### config.mk
export PLATFORM = sky130hd
export DESIGN_NAME = rob_walk_ctrl
export DESIGN_NICKNAME = d
export VERILOG_FILES = /design/src/rtl/rob_walk_ctrl.sv
export SDC_FILE = /design/constraint.sdc
export NUM_CORES = 1
export LEC_CHECK = 0
export ABC_CLOCK_PERIOD_IN_PS = 4700
export BUFFER_PORTS_ARGS = -buffer_cell sky130_fd_sc_hd__buf_2
export CAP_MARGIN = 15
export CORE_ASPECT_RATIO = 1.4
export CORE_MARGIN = 2
export CORE_UTILIZATION = 30
export CTS_CLUSTER_DIAMETER = 30
export DETAILED_ROUTE_END_ITERATION = 7
export GPL_TIMING_DRIVEN = 1
export PLACE_DENSITY = 0.56
export REMOVE_ABC_BUFFERS = 1
export SETUP_SLACK_MARGIN = 0.05
export SYNTH_ARGS = -nofsm -noshare
export SYNTH_HDL_FRONTEND = slang
export SYNTH_SLANG_ARGS = --single-unit
### constraint.sdc
create_clock -name clk_i -period 4.7 [get_ports clk_i]
set_clock_uncertainty 0.1 [all_clocks]
set_input_delay 0.235 -clock clk_i [delete_from_list [all_inputs] [get_ports clk_i]]
set_output_delay 0.235 -clock clk_i [all_outputs]
set_load 0.01 [all_outputs]
### src/rtl/rob_walk_ctrl.sv
// Rename-state recovery walk after a redirect: walks squashed ROB entries youngest-first, up to WALK_WIDTH per beat.
// First beat one cycle after the redirect; a beat holds stable while rat_ready_i is low; busy_o stalls rename until done.
module rob_walk_ctrl #(
   parameter int ROB_SIZE   = 64,
   parameter int WALK_WIDTH = 4,
   parameter int IDX_W      = $clog2(ROB_SIZE),
   parameter int NUM_W      = $clog2(WALK_WIDTH) + 1
) (
   input  logic             clk_i,
   input  logic             rst_i,
   input  logic             redirect_en_i,
   input  logic [IDX_W:0]   redirect_idx_i,
   input  logic [IDX_W:0]   rob_tail_i,
   input  logic             rat_ready_i,
   output logic             walk_en_o,
   output logic [IDX_W:0]   walk_start_idx_o,
   output logic [NUM_W-1:0] walk_num_o,
   output logic             walk_done_o,
   output logic             busy_o
);
   localparam int PTR_W = IDX_W + 1;

   typedef enum logic [1:0] {IDLE, WALK, DONE} state_t;

   state_t           state_q, state_d;
   logic [PTR_W-1:0] walk_ptr_q, walk_ptr_d;
   logic [PTR_W-1:0] remaining_q, remaining_d;
   logic [NUM_W-1:0] beat_num;
   logic [PTR_W-1:0] ptr_after, rem_after, boundary, new_rem;

   function automatic logic is_older(input logic [PTR_W-1:0] a, input logic [PTR_W-1:0] b);
      if (a[PTR_W-1] == b[PTR_W-1]) return a[IDX_W-1:0] < b[IDX_W-1:0];
      return a[IDX_W-1:0] > b[IDX_W-1:0];
   endfunction

   assign beat_num = (remaining_q > PTR_W'(WALK_WIDTH)) ? NUM_W'(WALK_WIDTH)
                                                         : remaining_q[NUM_W-1:0];
   // Oldest squashed entry is one above this: the entry that caused the current walk.
   assign boundary = walk_ptr_q - PTR_W'(1) - remaining_q;

   always_comb begin
      state_d     = state_q;
      walk_ptr_d  = walk_ptr_q;
      remaining_d = remaining_q;
      ptr_after   = walk_ptr_q;
      rem_after   = remaining_q;
      new_rem     = '0;
      case (state_q)
         IDLE: begin
            if (redirect_en_i) begin
               new_rem     = rob_tail_i - redirect_idx_i - PTR_W'(1);
               walk_ptr_d  = rob_tail_i;
               remaining_d = new_rem;
               state_d     = (new_rem != '0) ? WALK : DONE;
            end
         end
         WALK: begin
            if (rat_ready_i) begin
               ptr_after = walk_ptr_q - PTR_W'(beat_num);
               rem_after = remaining_q - PTR_W'(beat_num);
            end
            walk_ptr_d  = ptr_after;
            remaining_d = rem_after;
            state_d     = (rem_after == '0) ? DONE : WALK;
            if (redirect_en_i && is_older(redirect_idx_i, boundary)) begin
               new_rem     = ptr_after - redirect_idx_i - PTR_W'(1);
               remaining_d = new_rem;
               state_d     = (new_rem == '0) ? DONE : WALK;
            end
         end
         DONE: begin
            state_d = IDLE;
            if (redirect_en_i) begin
               new_rem     = walk_ptr_q - redirect_idx_i - PTR_W'(1);
               remaining_d = new_rem;
               state_d     = (new_rem != '0) ? WALK : DONE;
            end
         end
         default: state_d = IDLE;
      endcase
   end

   always_ff @(posedge clk_i or posedge rst_i) begin
      if (rst_i) begin
         state_q     <= IDLE;
         walk_ptr_q  <= '0;
         remaining_q <= '0;
      end else begin
         state_q     <= state_d;
         walk_ptr_q  <= walk_ptr_d;
         remaining_q <= remaining_d;
      end
   end

   assign walk_en_o        = (state_q == WALK);
   assign walk_start_idx_o = (state_q == WALK) ? walk_ptr_q - PTR_W'(1) : '0;
   assign walk_num_o       = (state_q == WALK) ? beat_num : '0;
   // A redirect landing in DONE restarts recovery, so completion is not announced.
   assign walk_done_o      = (state_q == DONE) && !redirect_en_i;
   assign busy_o           = (state_q != IDLE);
endmodule
==> results.py <==
metrics = {
    "sta": {
        "setup_viol": 0,
        "finalCritPeriodShare_pct": 90.1,
        "finalSetupTns_ns": 0,
        "slew-limit-headroom_pct": 47.6,
        "max_slew.worst_pin.slew_ns": 0.785,
        "drv_slew": 0,
        "grt_setup_unrepaired": "false",
        "fin_crit_ns": 4.24,
        "clock.fmax_ghz": 0.236,
        "finalHoldViolCount": 14,
        "timing.hold.ws_ns": -0.00797,
    },
    "worst_setup_path": {
        "required_ns": 4.73,
        "crit_slowest_cell": "dfrtp_1",
        "endpoint_kind": "flip-flop",
        "critPathMaxFanout": 8,
        "max_stage_delay_ns": 0.50,
        "crit_start": "walk_ptr_q[0]",
        "reg2regPathDepth": 17,
        "startpoint_type": "flip-flop",
        "timing.rr.start": "walk_ptr_q[0]",
        "reg2reg_to": "state_q[0]",
        "critPathKind": "flip-flop to flip-flop",
        "critical_path.top_delay_family": "simple AND/OR/NAND/NOR gates",
        "r2r_slack_ns": 0.46,
        "cp_cell_sequence": "inv_1 -> ha_1 -> inv_1 -> ha_1 -> nor2b_1 -> o21ai_0 -> nand2b_1 -> a21o_1 -> a21oi_1 -> xor2_1 -> ha_1 -> and4_1 -> and3_1 -> or4_4 -> a21oi_4 -> mux2i_1 -> a21oi_1",
        "crit_arrival_ns": 4.27,
        "cpMostUsedCell": "ha_1",
        "cp.buffers_inverters": 2,
        "crit_cells": 17,
    },
    "global_route": {
        "grt_remaining_overflow": 0,
        "grt_pass1_wl_mm": 13.3,
        "grt_pass1_vias": 2639,
        "grt_max_degree": 22,
        "grt_usage_pct": 16.5,
        "antenna_found_initial": 0,
    },
    "cts": {
        "clk_latency_ns": 0.25,
        "post_cts_buffers": 0,
        "clock-sinks": 16,
        "cts_max_level": 1,
        "cts-root-buf": "clkbuf_16",
        "cts_resized": 0,
        "cts_buffers": 3,
        "clockBufferDepth": 2,
        "cts_hold_buf": 0,
        "tritoncts": "yes",
        "cts.reportedPaths.clkPinSlew_ns": 0.06,
    },
    "synthesis": {
        "synth_area_leader_cell": "ha_1",
        "yosysSeqAreaShare_pct": 14.3,
        "yosysTopAreaCellShare_pct": 17.4,
        "synth_warnings": 0,
        "synth_cell_types": 52,
        "synth_most_common_cell": "ha_1",
        "ys_seq_elements": 16,
        "synth-edff-count": 0,
        "synth.avg_cell_area_sq_um": 7.87,
        "ys.flop_type": "dfrtp_1",
        "synthCells": 356,
        "netlist_top_cells_count": "39 x ha_1, 36 x a21oi_1, 30 x inv_1",
        "async_flop_share_pct": 100,
        "syn_area_sq_um": 2800,
        "ys_top_cells_by_area": "ha_1 17%, dfrtp_1 14%, a21oi_1 6.4%",
    },
    "route": {
        "avgRoutedWirePerCell_microns": 16.9,
        "firstDrtPassIters": 4,
        "final_antenna_net_count": 0,
        "via_per_inst": 5.39,
        "drc": 0,
        "vias": 2641,
        "wl_mm": 8.27,
        "drtIter0Drc": 178,
    },
    "place": {
        "gp_congestion": 0.881,
        "numPortBuffers": 30,
        "dp_hpwl_mm": 6.86,
    },
    "die": {
        "die_w_microns": 85.7,
        "ios": 31,
        "row_count": 41,
        "dieArea_sq_um": 10100,
        "die_h_microns": 118,
        "initial_utilization_pct": 31.0,
        "core_area_sq_um": 9030,
    },
    "outcome": {
        "violations": "negative hold slack",
        "status": "finished with violations",
    },
    "cells_and_area": {
        "area_delta_synth_final_pct": 13.0,
        "drive_gt1_share_pct": 13.6,
        "fillerInstances": 979,
        "finalNetCount": 446,
        "antennaDiodeCount": 0,
    },
    "worst_hold_path": {
        "hold_class": "input pin to asynchronous set/reset pin",
    },
    "run": {
        "max_cap_violations": 0,
    },
}
==> registers in the layout, indices dropped and copies added (netlist names) <==
signal / flops
remaining_q: 7
walk_ptr_q: 7
state_q: 2
==> per-stage QoR <==
stage / utilization, % / setup WS [ns] / hold WS, ns / instance area [sq um] / cells
final: 35.0 / 0.465 / -0.00797 / 3160 / 490
after global routing: 35.0 / 0.0945 / 0.0655 / 3160 / 490
after CTS: 34.9 / 0.472 / 0.0165 / 3150 / 488
after detailed placement: 33.9 / 0.500 / 0.291 / 3060 / 484
after global placement: 33.9 / 0.525 / 0.290 / 3060 / 484
after floorplan: - / 0.802 / 0.0487 / 2750 / 344
==> cell type report <==
class                           count  area [sq um]  share of cell area [%]
Inverter                           31           116                    3.68
Timing Repair Buffer               35           188                    5.93
Clock buffer                        4          88.8                    2.81
Multi-Input combinational cell    297          2240                    70.7
Tap cell                          107           134                    4.23
Sequential cell                    16           400                    12.7
==> per-layer routing <==
metal	global-route usage (%)	vias to the layer above	share of wire [%]
met4	6.75	0	3.5
li1	-	1320	-
met3	0.838	15	2.9
met1	20.7	1237	44
met2	29.0	69	50
met5	0	-	0
==> kinds of logic (layout without fill, tap and decap cells) <==
logic type	after synthesis	after routing	synth area share (%)
AOI/OAI and AO/OA	107	107	24.5
and+or+nand+nor	98	98	18.5
adders and majority gates	44	44	21.0
buffers and inverters	43	70	5.81
xor gates and xnor gates	32	32	10.3
DFF	16	16	14.3
muxes	15	15	5.54
other	1	1	0.134
==> worst register-to-register path: stages (launching register included) <==
cell,delay (ns)
dfrtp_1,0.50
inv_1,0.12
ha_1,0.35
inv_1,0.06
ha_1,0.26
nor2b_1,0.12
o21ai_0,0.15
nand2b_1,0.11
a21o_1,0.19
a21oi_1,0.16
xor2_1,0.17
ha_1,0.25
and4_1,0.17
and3_1,0.18
or4_4,0.43
a21oi_4,0.34
mux2i_1,0.35
a21oi_1,0.11
==> cells in the final DEF (no fill, tap or decap), types with 5 or more instances in the layout <==
cell type / n
and2_1: 5
nand2_1: 23
inv_1: 30
o22a_1: 7
xnor2_1: 16
a21o_1: 12
nand2b_1: 7
buf_4: 5
o21ai_0: 20
nor2b_1: 8
nor2_1: 23
a21oi_1: 36
fa_1: 5
nor3_1: 8
a211oi_1: 6
o21a_1: 5
ha_1: 39
mux2i_1: 11
buf_2: 30
xor2_1: 15
dfrtp_1: 16
==> how the worst max path moves through the flow <==
| stage | endpoint | slack [ns] |
|---|---|---|
| floorplan | remaining_q[0] | 0.80 |
| global placement | state_q[0] | 0.53 |
| detailed placement | remaining_q[4] | 0.50 |
| CTS | remaining_q[4] | 0.47 |
| global route | state_q[0] | 0.09 |
| finish | state_q[0] | 0.46 |
Power is not shown: default switching activity piles up to over one toggle a cycle in this logic, so the estimate is an artifact.
